==> src/rtl/pc_pkg.sv <==
// pc_pkg: shared constants, the next-address selection type and a small
// alignment helper for the program-counter sequencer.
//
// Contents:
//   BR_*        conditional-branch funct3 codes
//   JMP_*       jump-kind codes (JAL / JALR)
//   ILEN_BYTES  instruction length in bytes (sequential increment)
//   ALIGN_MASK  low address bits that must be zero for a legal target
//   pc_sel_e    which source feeds the next fetch address
//   is_misaligned()  alignment check on the low target bits
package pc_pkg;

    // Conditional branch conditions (funct3). Codes 010/011 are unused.
    localparam logic [2:0] BR_BEQ  = 3'b000;
    localparam logic [2:0] BR_BNE  = 3'b001;
    localparam logic [2:0] BR_BLT  = 3'b100;
    localparam logic [2:0] BR_BGE  = 3'b101;
    localparam logic [2:0] BR_BLTU = 3'b110;
    localparam logic [2:0] BR_BGEU = 3'b111;

    // Unconditional jump kinds.
    localparam logic JMP_JAL  = 1'b0;
    localparam logic JMP_JALR = 1'b1;

    // Fetch granule and alignment requirement.
    localparam int         ILEN_BYTES = 4;
    localparam logic [1:0] ALIGN_MASK = 2'b11;

    // Source selected for the next fetch address, in priority order.
    typedef enum logic [2:0] {
        SEL_TRAP   = 3'd0,
        SEL_MRET   = 3'd1,
        SEL_JUMP   = 3'd2,
        SEL_BRANCH = 3'd3,
        SEL_HOLD   = 3'd4,
        SEL_SEQ    = 3'd5
    } pc_sel_e;

    // A target is misaligned when any of its low alignment bits is set.
    function automatic logic is_misaligned(input logic [1:0] low_bits);
        return |(low_bits & ALIGN_MASK);
    endfunction

endpackage

==> src/rtl/pc_branch_cmp.sv <==
// pc_branch_cmp: purely combinational branch-condition evaluator.
//
// Ports:
//   br_cond  in  3     funct3 of the conditional branch
//   rs1_val  in  XLEN  first operand
//   rs2_val  in  XLEN  second operand
//   taken    out 1     condition holds (not qualified by br_valid)
module pc_branch_cmp
    import pc_pkg::*;
#(
    parameter int XLEN = 32
) (
    input  logic [2:0]      br_cond,
    input  logic [XLEN-1:0] rs1_val,
    input  logic [XLEN-1:0] rs2_val,
    output logic            taken
);

    logic eq_s;
    logic lt_signed_s;
    logic lt_unsigned_s;

    assign eq_s          = (rs1_val == rs2_val);
    assign lt_signed_s   = ($signed(rs1_val) < $signed(rs2_val));
    assign lt_unsigned_s = (rs1_val < rs2_val);

    // Select the comparison result for the requested condition.
    always_comb begin
        taken = 1'b0;
        case (br_cond)
            BR_BEQ:  taken = eq_s;
            BR_BNE:  taken = !eq_s;
            BR_BLT:  taken = lt_signed_s;
            BR_BGE:  taken = !lt_signed_s;
            BR_BLTU: taken = lt_unsigned_s;
            BR_BGEU: taken = !lt_unsigned_s;
            default: taken = 1'b0;
        endcase
    end

endmodule

==> src/rtl/pc_sequencer.sv <==
// pc_sequencer: fetch-stage program-counter sequencer.
//
// Produces the next fetch address, tracks the address of the instruction in
// execute, resolves conditional branches, handles JAL/JALR, a single-level
// trap/mret path with a saved exception PC, and traps on misaligned targets.
//
// Ports:
//   CLK        in  1     clock, all state updates on the rising edge
//   Reset      in  1     synchronous active-high reset
//   stall      in  1     hold fetch (overridden by any redirect)
//   br_valid   in  1     conditional branch in execute
//   br_cond    in  3     branch funct3
//   rs1_val    in  XLEN  branch operand / JALR base
//   rs2_val    in  XLEN  branch operand
//   offset     in  XLEN  sign-extended immediate
//   jmp_valid  in  1     unconditional jump in execute
//   jmp_kind   in  1     0 = JAL, 1 = JALR
//   trap_req   in  1     exception / interrupt request
//   mret       in  1     return from trap
//   addr       out XLEN  fetch address (registered)
//   addr_d     out XLEN  address of the instruction in execute (registered)
//   flush      out 1     pulse: addr was redirected on the last edge
//   epc        out XLEN  saved exception PC
//   misalign   out 1     pulse: redirect target was misaligned, trap taken
module pc_sequencer
    import pc_pkg::*;
#(
    parameter int              XLEN         = 32,
    parameter logic [XLEN-1:0] RESET_VECTOR = 32'h0000_0240,
    parameter logic [XLEN-1:0] MTVEC        = 32'h0000_0100
) (
    input  logic            CLK,
    input  logic            Reset,
    input  logic            stall,
    input  logic            br_valid,
    input  logic [2:0]      br_cond,
    input  logic [XLEN-1:0] rs1_val,
    input  logic [XLEN-1:0] rs2_val,
    input  logic [XLEN-1:0] offset,
    input  logic            jmp_valid,
    input  logic            jmp_kind,
    input  logic            trap_req,
    input  logic            mret,
    output logic [XLEN-1:0] addr,
    output logic [XLEN-1:0] addr_d,
    output logic            flush,
    output logic [XLEN-1:0] epc,
    output logic            misalign
);

    localparam logic [XLEN-1:0] STEP_BYTES = XLEN'(ILEN_BYTES);
    localparam logic [XLEN-1:0] JALR_MASK  = ~{{(XLEN-1){1'b0}}, 1'b1};

    // State registers.
    logic [XLEN-1:0] addr_r;
    logic [XLEN-1:0] addr_d_r;
    logic [XLEN-1:0] epc_r;
    logic            flush_r;
    logic            misalign_r;

    // Combinational decode.
    logic            cmp_taken_s;
    logic            br_taken_s;
    logic [XLEN-1:0] rel_target_s;
    logic [XLEN-1:0] jalr_sum_s;
    logic [XLEN-1:0] jalr_target_s;
    logic [XLEN-1:0] jmp_target_s;
    logic [XLEN-1:0] redir_target_s;
    logic            redir_req_s;
    logic            misalign_s;
    pc_sel_e         sel_s;

    // Next-state values.
    logic [XLEN-1:0] addr_nxt_s;
    logic [XLEN-1:0] addr_d_nxt_s;
    logic [XLEN-1:0] epc_nxt_s;
    logic            flush_nxt_s;

    pc_branch_cmp #(
        .XLEN (XLEN)
    ) u_branch_cmp (
        .br_cond (br_cond),
        .rs1_val (rs1_val),
        .rs2_val (rs2_val),
        .taken   (cmp_taken_s)
    );

    assign br_taken_s    = br_valid & cmp_taken_s;
    // Branch and JAL are both PC-relative to the instruction in execute.
    assign rel_target_s  = addr_d_r + offset;
    assign jalr_sum_s    = rs1_val + offset;
    assign jalr_target_s = jalr_sum_s & JALR_MASK;
    assign jmp_target_s  = (jmp_kind == JMP_JALR) ? jalr_target_s : rel_target_s;

    // Pick the control-flow target that would be taken (jump beats branch)
    // and check it for alignment; a bad target turns into a trap.
    always_comb begin
        redir_req_s    = 1'b0;
        redir_target_s = rel_target_s;
        if (jmp_valid) begin
            redir_req_s    = 1'b1;
            redir_target_s = jmp_target_s;
        end else if (br_taken_s) begin
            redir_req_s    = 1'b1;
            redir_target_s = rel_target_s;
        end else begin
            redir_req_s    = 1'b0;
            redir_target_s = rel_target_s;
        end
        misalign_s = redir_req_s & is_misaligned(redir_target_s[1:0]);
    end

    // Priority encoder for the next-address source.
    always_comb begin
        sel_s = SEL_SEQ;
        if (trap_req || misalign_s) begin
            sel_s = SEL_TRAP;
        end else if (mret) begin
            sel_s = SEL_MRET;
        end else if (jmp_valid) begin
            sel_s = SEL_JUMP;
        end else if (br_taken_s) begin
            sel_s = SEL_BRANCH;
        end else if (stall) begin
            sel_s = SEL_HOLD;
        end else begin
            sel_s = SEL_SEQ;
        end
    end

    // Next-state values for addr, addr_d, epc and flush.
    always_comb begin
        addr_nxt_s   = addr_r + STEP_BYTES;
        addr_d_nxt_s = addr_r;
        epc_nxt_s    = epc_r;
        flush_nxt_s  = 1'b0;
        case (sel_s)
            SEL_TRAP: begin
                addr_nxt_s  = MTVEC;
                epc_nxt_s   = addr_d_r;
                flush_nxt_s = 1'b1;
            end
            SEL_MRET: begin
                addr_nxt_s  = epc_r;
                flush_nxt_s = 1'b1;
            end
            SEL_JUMP: begin
                addr_nxt_s  = jmp_target_s;
                flush_nxt_s = 1'b1;
            end
            SEL_BRANCH: begin
                addr_nxt_s  = rel_target_s;
                flush_nxt_s = 1'b1;
            end
            SEL_HOLD: begin
                addr_nxt_s   = addr_r;
                addr_d_nxt_s = addr_d_r;
            end
            SEL_SEQ: begin
                // Plain increment; wraps modulo 2^XLEN without error.
                addr_nxt_s = addr_r + STEP_BYTES;
            end
            default: begin
                addr_nxt_s   = RESET_VECTOR;
                addr_d_nxt_s = RESET_VECTOR;
                epc_nxt_s    = epc_r;
                flush_nxt_s  = 1'b0;
            end
        endcase
    end

    // Register update with synchronous reset.
    always_ff @(posedge CLK) begin
        if (Reset) begin
            addr_r     <= RESET_VECTOR;
            addr_d_r   <= RESET_VECTOR;
            epc_r      <= {XLEN{1'b0}};
            flush_r    <= 1'b0;
            misalign_r <= 1'b0;
        end else begin
            addr_r     <= addr_nxt_s;
            addr_d_r   <= addr_d_nxt_s;
            epc_r      <= epc_nxt_s;
            flush_r    <= flush_nxt_s;
            misalign_r <= misalign_s;
        end
    end

    assign addr     = addr_r;
    assign addr_d   = addr_d_r;
    assign epc      = epc_r;
    assign flush    = flush_r;
    assign misalign = misalign_r;

endmodule

==> config.mk <==
export PLATFORM = sky130hd
export DESIGN_NAME = pc_sequencer
export DESIGN_NICKNAME = d
export VERILOG_FILES = /design/src/rtl/pc_pkg.sv /design/src/rtl/pc_branch_cmp.sv /design/src/rtl/pc_sequencer.sv
export SDC_FILE = /design/constraint.sdc
export NUM_CORES = 1
export LEC_CHECK = 0
export BUFFER_PORTS_ARGS = -buffer_cell sky130_fd_sc_hd__buf_2
export CORE_UTILIZATION = 30
export CTS_CLUSTER_DIAMETER = 30
export DETAILED_ROUTE_END_ITERATION = 6
export SLEW_MARGIN = 20
export SYNTH_ARGS = -nofsm -noshare
export SYNTH_HDL_FRONTEND = slang
export SYNTH_SLANG_ARGS = --single-unit
==> constraint.sdc <==
create_clock -name CLK -period 4.02 [get_ports CLK]
set_input_delay 0.603 -clock CLK [delete_from_list [all_inputs] [get_ports CLK]]
set_output_delay 0.603 -clock CLK [all_outputs]
set_load 0.005 [all_outputs]
-- Yosys cells after proc, flatten, opt, wreduce, memory -nomap -nowiden
Index checks and enable logic that the tools add are counted.
- bits in writable memories: 0
- logic and storage cells: 45
- bits in read-only memories: 0
- output and inout bits: 98
- bits in registers: 98
- input bits: 107
- bits in latches: 0
- memories: 0
- multiply operators: 0
- reduce and logical (&&, ||, !) cells: 9
- $lt $le $gt $ge: 2
- muxes and demuxes: 13
- equality and inequality tests: 11
- shifts and indexed selects: 0
- add/subtract/negate cells: 3
- bitwise logic cells: 2
- div/mod/pow operators: 0
- operators by type and width (cell ; number):
    32-bit one-hot mux with 6 select lines ; 1
    32-bit adder ; 2
    32-bit < comparator ; 2
    32-bit one-hot mux with 2 select lines ; 1
    32-bit by 3-bit adder with 32-bit output, second input constant ; 1
    32-bit == test ; 1
    32-bit two-way mux ; 1
    3-bit == test, second input constant ; 6
    3-bit two-way mux ; 4
    3-bit by 1-bit == test with 1-bit output, second input constant ; 2
    3-bit by 2-bit == test with 1-bit output, second input constant ; 2
    3-bit zero test ; 2
    1-bit one-hot mux with 6 select lines ; 1
    5-bit OR reduction ; 1
    1-bit two-way mux ; 4
    4-bit OR reduction ; 1
    1-bit zero test ; 3
    1-bit AND ; 2
    2-bit two-way mux ; 1
    2-bit OR reduction ; 1
    1-bit logical OR ; 1

-- Logic depth before layout (Yosys ltp)
Gate-level depths: netlist of run 1.
- depth in word-level cells: 12
- depth in mapped cells: 13
- gate-level depth less buffers: 13

-- Modules after synthesis
A second synthesis of run 1 with hierarchy kept.
- cells, all modules: 1122
- area, all modules: 8463.1 um^2
- modules (own cells, without submodules) (module ; area each (um^2) ; instances ; cells each ; seq. area each (um^2)):
    pc_sequencer ; 7598.5 ; 1 ; 1002 ; 1961.9
    pc_branch_cmp ; 864.6 ; 1 ; 120 ; 0.0

-- Least setup slack after synthesis of run 1
Ideal clock, no wire load.
- path type: in2reg
- start point: input rs2_val[27]
- end point: register addr_r[10], in the netlist addr[10]
- path buffers: 1
- data arrival time: 3.227 ns
- library setup time: 0.074 ns
- required time: 3.946 ns
- stages: 13
- path slack: 0.719 ns
- cell sequence: inv_1 > ha_1 > nand4_1 > nor4_4 > a221oi_2 > a311o_1 > o31ai_2 > mux2_2 > a211oi_2 > o21bai_4 > buf_4 > a22oi_1 > a31oi_1
- word-level cells in the longest chain between the ends: 11
- elaborated cells between the ends (all ways): 23
- classes of those cells: 2 x order compare; 6 x eq/ne; 8 x mux; 2 x bitwise; 5 x reduce/logical
- RTL lines (what ; RTL line ; source):
    from (decl) ; pc_sequencer.sv:38 ; input logic [XLEN-1:0] rs2_val,
    32-bit < comparator, or another cell as far along ; pc_branch_cmp.sv:25 ; assign lt_unsigned_s = (rs1_val < rs2_val);
    1-bit zero test (on tied branches) ; pc_branch_cmp.sv:36, pc_branch_cmp.sv:32, pc_branch_cmp.sv:34 ;
    1-bit one-hot mux with 6 select lines (*) ; pc_branch_cmp.sv:30 ; case (br_cond)
    1-bit AND (*) ; pc_sequencer.sv:88 ; assign br_taken_s = br_valid & cmp_taken_s;
    1-bit two-way mux ; pc_sequencer.sv:103 ; end else if (br_taken_s) begin
    1-bit two-way mux ; pc_sequencer.sv:100 ; if (jmp_valid) begin
    1-bit AND ; pc_sequencer.sv:110 ; misalign_s = redir_req_s & is_misaligned(redir_target_s[1:0]);
    1-bit logical OR ; pc_sequencer.sv:116 ; if (trap_req || misalign_s) begin
    3-bit two-way mux (*) ; pc_sequencer.sv:116 ;
    3-bit == test, or another cell as far along ; pc_sequencer.sv:137 ; case (sel_s)
    32-bit one-hot mux with 6 select lines ; pc_sequencer.sv:137 ;
    to (signal assigned) ; pc_sequencer.sv:181 ; addr_r <= addr_nxt_s;
    to (decl) ; pc_sequencer.sv:55 ; logic [XLEN-1:0] addr_r;
Mark *: on every way between the ends. The rest lies on a longest branch, timed or not.
A chain may end at the register's enable or synchronous reset.

-- Final worst setup path of run 1
- start point: input rs1_val[31]
- end point: register addr_r[31], in the netlist addr[31]
- word-level cells in the longest chain between the ends: 11
- elaborated cells between the ends (all ways): 25
- classes of those cells: 1 x add/sub; 2 x order compare; 6 x eq/ne; 9 x mux; 2 x bitwise; 5 x reduce/logical
- RTL lines (what ; RTL line ; source):
    from (decl) ; pc_sequencer.sv:37 ; input logic [XLEN-1:0] rs1_val,
    32-bit < comparator, or another cell as far along ; pc_branch_cmp.sv:25 ;
    1-bit zero test (on tied branches) ; pc_branch_cmp.sv:36, pc_branch_cmp.sv:32, pc_branch_cmp.sv:34 ;
    1-bit one-hot mux with 6 select lines ; pc_branch_cmp.sv:30 ;
    1-bit AND ; pc_sequencer.sv:88 ;
    1-bit two-way mux ; pc_sequencer.sv:103 ;
    1-bit two-way mux ; pc_sequencer.sv:100 ;
    1-bit AND ; pc_sequencer.sv:110 ;
    1-bit logical OR ; pc_sequencer.sv:116 ;
    3-bit two-way mux ; pc_sequencer.sv:116 ;
    3-bit == test, or another cell as far along ; pc_sequencer.sv:137 ;
    32-bit one-hot mux with 6 select lines ; pc_sequencer.sv:137 ;
Several ways; a longest one is shown, not always the timed one.

==> results_dict.tcl, run 1 <==
set metrics [dict create \
    fmax_mhz 265.0 \
    yosysMostFrequentCell "nand2_1" \
    finalWorstSetupSlack_ps 245.9 \
    power.internal_mw 1.799 \
    synthCells 1082 \
    rsz0062_at_grt "no" \
    grt_pass1_wl_um 47110 \
    io-pin-count 205 \
    clockRootBuffer "clkbuf_16" \
    fin_crit_sh 0.9388 \
    reg2reg_depth 13 \
    holdWs_ps 479.4 \
    met3_length_um 1588 \
    vias 8866 \
    io_buffers 204 \
    wl_um 30760 \
    area_growth_pct 23.66 \
    dp_hpwl_um 25050 \
    dp.cells 1668 \
    postCtsSetupBuffers 0 \
    fin_setup_tns_ps 0 \
    setup.worst_path.end "addr[31]$_SDFFE_PP0N_" \
    p_comb_frac 0.279 \
    ant_nets 0 \
    hold_buffers 0 \
    maxSlewViolCount 0 \
    crit_cells 14 \
    design_area_um2 10490 \
    synth-async-reset-ratio 0 \
    max_slew_margin 0.4411 \
    path_buf_inv 3 \
    cap_violations 0 \
    path_max_fanout 7 \
    endpoint_kind "register" \
    clockBufferDepth 2 \
    syn_area_um2 8483 \
    worst-endpoint-arrival_ps 4020 \
    crit_chain "buf_2, ha_1, nand4_1, nor4_4, nand2_1, nor3_1, o31ai_2, mux2i_2, buf_4, nor3_4, buf_4, a22oi_1, nor2_1, a221o_1" \
    finalClockSkew_ps 10.86 \
    grt_usage 0.2121 \
    die_h_um 170.2 \
    yosysTopAreaCell "dfxtp_1" \
    crit_start "rs1_val[31]" \
    reg2reg_from "addr_d[0]$_SDFFE_PP0N_" \
    ir_worst_vdd_uv 180.8 \
    worstPathRequired_ps 4270 \
    cts_tree "yes" \
    critPathSlowestCell "mux2i_2" \
    drc 0 \
    wl_met1_um 14200 \
    seqPwrFrac 0.377 \
    final_cells 1685 \
    yosys_warnings 0 \
    path_class "in -> reg" \
    switching_share 0.3303 \
    ys_types 74 \
    hold_violations 0 \
    core_um2 27780 \
    utilization 0.3776 \
    path_clk_slew_ps 70 \
    setup_viol 0 \
    p_sw_uw 887.4 \
    p_leak_nw 4.828 \
    die_x_um 170.2 \
    row_count 61 \
    synthTopCellsByArea "dfxtp_1 (23%), ha_1 (14%), a21oi_1 (6.8%), nand2_1 (6.5%), xnor2_1 (4.5%)" \
    worstHoldPathType "reg -> reg" \
    antenna_found_initial 1 \
    viasPerCell 5.262 \
    clk_latency_ps 360 \
    start_util 0.3054 \
    finalCriticalPeriod_ps 3774 \
    r2r_slack_ps 640 \
    critical-path-max-stage-delay_ps 530 \
    gp_congestion 0.8649 \
    drive_gt1_frac 0.2167 \
    fin_nets 1504 \
    h-tree-depth 3 \
    place_ws_ps -160.1 \
    yosysSeqAreaShare 0.2313 \
    firstDrtPassIters 5 \
    tightestPinTransition_ps 838.4 \
    dr_wl_met2_um 14260 \
    clkSinkCount 98 \
    finalPower_mw 2.686 \
    status "finished, final reports clean" \
    dieArea_um2 28950 \
    cpMostUsedCell "buf_4" \
    grt_max_degree 74 \
    synth_fp_nets 1285 \
    avgSynthCellArea_um2 7.840 \
    crit_family "simple AND/OR/NAND/NOR gates" \
    numCtsBuffers 9 \
    grt_pass1_vias 8242 \
    ys_seq_elements 98 \
    drt-initial-drc-count 587 \
    clockPowerShare 0.344 \
    power.density_nw_per_um2 256.1 \
    synth_top_cell_area_share 0.2313 \
    routedWlPerCell_um 18.25 \
    start_kind "input port" \
    cts-resized-gates 0 \
    top_layer "met4" \
    synth_edf_count 0 \
    overflow 0 \
    dpl_cell_area_um2 10180 \
    ys.flop_type "dfxtp_1" \
    ys_top_cells_by_count "nand2_1 (148), a21oi_1 (116), dfxtp_1 (98)" \
    r2r_end "addr[18]$_SDFFE_PP0N_" \
]
registers in the layout, summed over array words and instances (netlist names):
register,count
addr,32
addr_d,32
epc,32
flush,1
misalign,1
cells in the final DEF, fill, tap and decap left out, types with 6 or more instances in the layout:
cell / n
o21ai_0: 31
dfxtp_1: 98
a222oi_1: 7
buf_2: 203
nor2b_1: 10
a22oi_1: 19
clkbuf_16: 9
buf_12: 7
a31oi_1: 21
xor2_1: 32
o21bai_1: 7
xnor2_1: 44
and4_1: 8
mux2i_1: 36
nor2_1: 84
buf_4: 32
nor3b_1: 7
a21o_1: 27
inv_1: 49
o2111ai_1: 6
nand4_1: 15
nand2b_1: 10
and3_1: 7
nand3_1: 38
o211ai_1: 10
ha_1: 94
a21oi_1: 116
nand2_1: 148
a211oi_1: 10
or2_2: 6
o21a_1: 8
nor3_1: 20
power by group through the flow:
stage	sequential, mW	clock [mW]	combinational [mW]
detailed placement	1.04	0	0.742
global placement	1.03	0	0.738
global route	1.01	0.981	0.823
floorplan	1.03	0	0.476
CTS	1.01	0.943	0.747
finish	1.01	0.924	0.750
kinds of logic after synthesis:
kind of cell             Yosys count  share of synthesized area
AO/OA/AOI/OAI                    312                     0.2450
XOR/XNOR                          76                    0.07847
adder cells (fa/ha/maj)           96                     0.1434
buffers and inverters             83                    0.04218
flip-flops                        98                     0.2313
multiplexers                      38                    0.04543
AND/OR/NAND/NOR                  379                     0.2143
layer usage:
layer	vias to the layer above	global-route usage
met1	4190	0.2855
met5	-	0
li1	4413	-
met2	228	0.3482
met4	0	0.06228
met3	35	0.03186
worst min-delay path by stage:
stage | start | to | slack (ps) | cells past startpoint
3_3_place_gp | addr[0]$_SDFFE_PP0P_ | addr[0]$_SDFFE_PP0P_ | 470 | 2
3_5_place_dp | addr[0]$_SDFFE_PP0P_ | addr[0]$_SDFFE_PP0P_ | 470 | 2
6_report | addr[0]$_SDFFE_PP0P_ | addr[0]$_SDFFE_PP0P_ | 480 | 2
5_1_grt | epc[16]$_SDFFE_PP0P_ | addr[16]$_SDFFE_PP0N_ | 500 | 2
2_1_floorplan | epc[13]$_SDFFE_PP0P_ | addr[13]$_SDFFE_PP0N_ | 460 | 2
4_1_cts | addr[0]$_SDFFE_PP0P_ | addr[0]$_SDFFE_PP0P_ | 480 | 2
worst min-delay path, stage by stage, from the launching register on:
cell and delay [ps]:
dfxtp_1 330, nand2_1 60, a21oi_1 50
cell type report:
cell class	count	area (µm²)
Sequential cell	98	1962
Inverter	49	183.9
Fill cell	2965	17290
Multi-Input combinational cell	901	6170
Timing Repair Buffer	242	1396
Tap cell	378	473.0
Clock inverter	6	73.82
Clock buffer	10	229.0
Antenna cell	1	2.502
Power figures use the tool's default switching activity.
==> run 2: changes to the inputs <==
--- a/config.mk
+++ b/config.mk
@@ -9,6 +9,7 @@
 export CORE_UTILIZATION = 30
 export CTS_CLUSTER_DIAMETER = 30
 export DETAILED_ROUTE_END_ITERATION = 6
+export MAX_ROUTING_LAYER = met4
 export SLEW_MARGIN = 20
 export SYNTH_ARGS = -nofsm -noshare
 export SYNTH_HDL_FRONTEND = slang
==> constraint.sdc (replaced) <==
create_clock -name CLK -period 4.5 [get_ports CLK]
set_input_delay 0.675 -clock CLK [delete_from_list [all_inputs] [get_ports CLK]]
set_output_delay 0.675 -clock CLK [all_outputs]
set_load 0.005 [all_outputs]
==> results_dict.tcl, run 2 (synthesis results as in run 1) <==
set metrics [dict create \
    status "finished, final reports clean" \
    path_class "in -> reg" \
    vias 8935 \
    ir_worst_vdd_uv 169.3 \
    hold_violations 0 \
    endpoint_kind "register" \
    place_ws_ps 161.5 \
    fin_nets 1489 \
    row_count 61 \
    wl_um 30770 \
    p_sw_uw 804.8 \
    core_um2 27780 \
    grt_usage 0.2167 \
    path_max_fanout 19 \
    start_util 0.3054 \
    drive_gt1_frac 0.2084 \
    h-tree-depth 3 \
    finalCriticalPeriod_ps 3976 \
    firstDrtPassIters 5 \
    grt_max_degree 75 \
    setup_viol 0 \
    p_comb_frac 0.276 \
    seqPwrFrac 0.383 \
    finalClockSkew_ps 10.08 \
    power.internal_mw 1.557 \
    clockPowerShare 0.341 \
    mostFrequentLayoutCells "buf_2 (203), nand2_1 (148), a21oi_1 (116), dfxtp_1 (98), ha_1 (94)" \
    io-pin-count 205 \
    tightestPinTransition_ps 855.3 \
    fmax_mhz 251.5 \
    p_leak_nw 4.741 \
    area_growth_pct 21.79 \
    die_x_um 170.2 \
    numCtsBuffers 9 \
    worstPathRequired_ps 4760 \
    cts_tree "yes" \
    dp_hpwl_um 24910 \
    max_slew_margin 0.4298 \
    power.density_nw_per_um2 228.6 \
    overflow 0 \
    die_h_um 170.2 \
    antenna_found_initial 0 \
    rsz0062_at_grt "no" \
    fin_setup_tns_ps 0 \
    io_buffers 204 \
    drc 0 \
    routedWlPerCell_um 18.43 \
    worst-endpoint-arrival_ps 4240 \
    grt_pass1_vias 8181 \
    cap_violations 0 \
    n_antenna_cell 0 \
    gp_congestion 0.9333 \
    clockBufferDepth 2 \
    cts-resized-gates 0 \
    layout_commonest_cell "buf_2" \
    start_kind "input port" \
    maxSlewViolCount 0 \
    switching_share 0.3408 \
    finalWorstSetupSlack_ps 524.0 \
    drt-initial-drc-count 710 \
    clockRootBuffer "clkbuf_16" \
    dieArea_um2 28950 \
    clkSinkCount 98 \
    postCtsSetupBuffers 0 \
    ant_nets 0 \
    worstHoldPathType "reg -> reg" \
    hold_buffers 0 \
    path_clk_slew_ps 80 \
    fin_crit_sh 0.8836 \
    grt_pass1_wl_um 46670 \
    clk_latency_ps 360 \
    viasPerCell 5.354 \
]
[run 2: cell types whose count changed in the layout (fill, tap and decap cells not counted), sizes merged]
cell	delta
bufinv	-1
clkinvlp	-1
diode	-1
buf	-15
clkinv	+1
inv	+1
[run 2: final timing paths]
check                                             from                     end  slack, ps  depth (start not counted)
worst min register to register    addr[0]$_SDFFE_PP0P_  addr_d[0]$_SDFFE_PP0N_        490                          2
worst max-delay path                       rs1_val[31]    addr[9]$_SDFFE_PP1N_        520                         13
worst max register to register  addr_d[0]$_SDFFE_PP0N_   addr[18]$_SDFFE_PP0N_       1130                         13
worst min-delay path              addr[0]$_SDFFE_PP0P_  addr_d[0]$_SDFFE_PP0N_        490                          2
[run 2: power by group through the flow]
stage               logic [mW]  registers, mW  clock network (mW)
finish                   0.651          0.904               0.806
global route             0.722          0.906               0.853
CTS                      0.649          0.904               0.822
detailed placement       0.645          0.925                   0
global placement         0.642          0.925                   0
floorplan                0.425          0.918                   0
[run 2: layout make-up]
class	count	area (µm²)
Fill cell	3009	17450
Multi-Input combinational cell	901	6170
Sequential cell	98	1962
Timing Repair Buffer	227	1246
Tap cell	378	473.0
Clock buffer	10	239.0
Inverter	49	183.9
Clock inverter	6	57.56
[run 2: metal layers]
metal  share of wire  wire length, µm  GRT usage
met5               0                0          -
met4           0.025              755    0.06933
met3           0.052             1592    0.02791
met2            0.45            13960     0.3384
met1            0.47            14460     0.2883
[run 2: metrics by stage]
step	hold slack [ps]	util	power [mW]	instance area, µm²	std cells
floorplan	460.8	-	1.343	8483	1082
global placement	461.0	0.3612	1.566	10030	1653
detailed placement	476.6	0.3612	1.569	10030	1653
CTS	484.9	0.3719	2.376	10330	1669
global route	505.2	0.3719	2.482	10330	1669
finish	489.1	0.3719	2.361	10330	1669
[run 2: worst max-delay path: stages]
cell	delay, ps
buf_2	120
ha_1	380
nand4_1	240
nor4_4	340
nand2_1	250
nor3_1	500
o31ai_2	170
mux2i_2	180
buf_4	190
nor3_4	510
nand2_1	140
buf_4	260
o31a_1	270
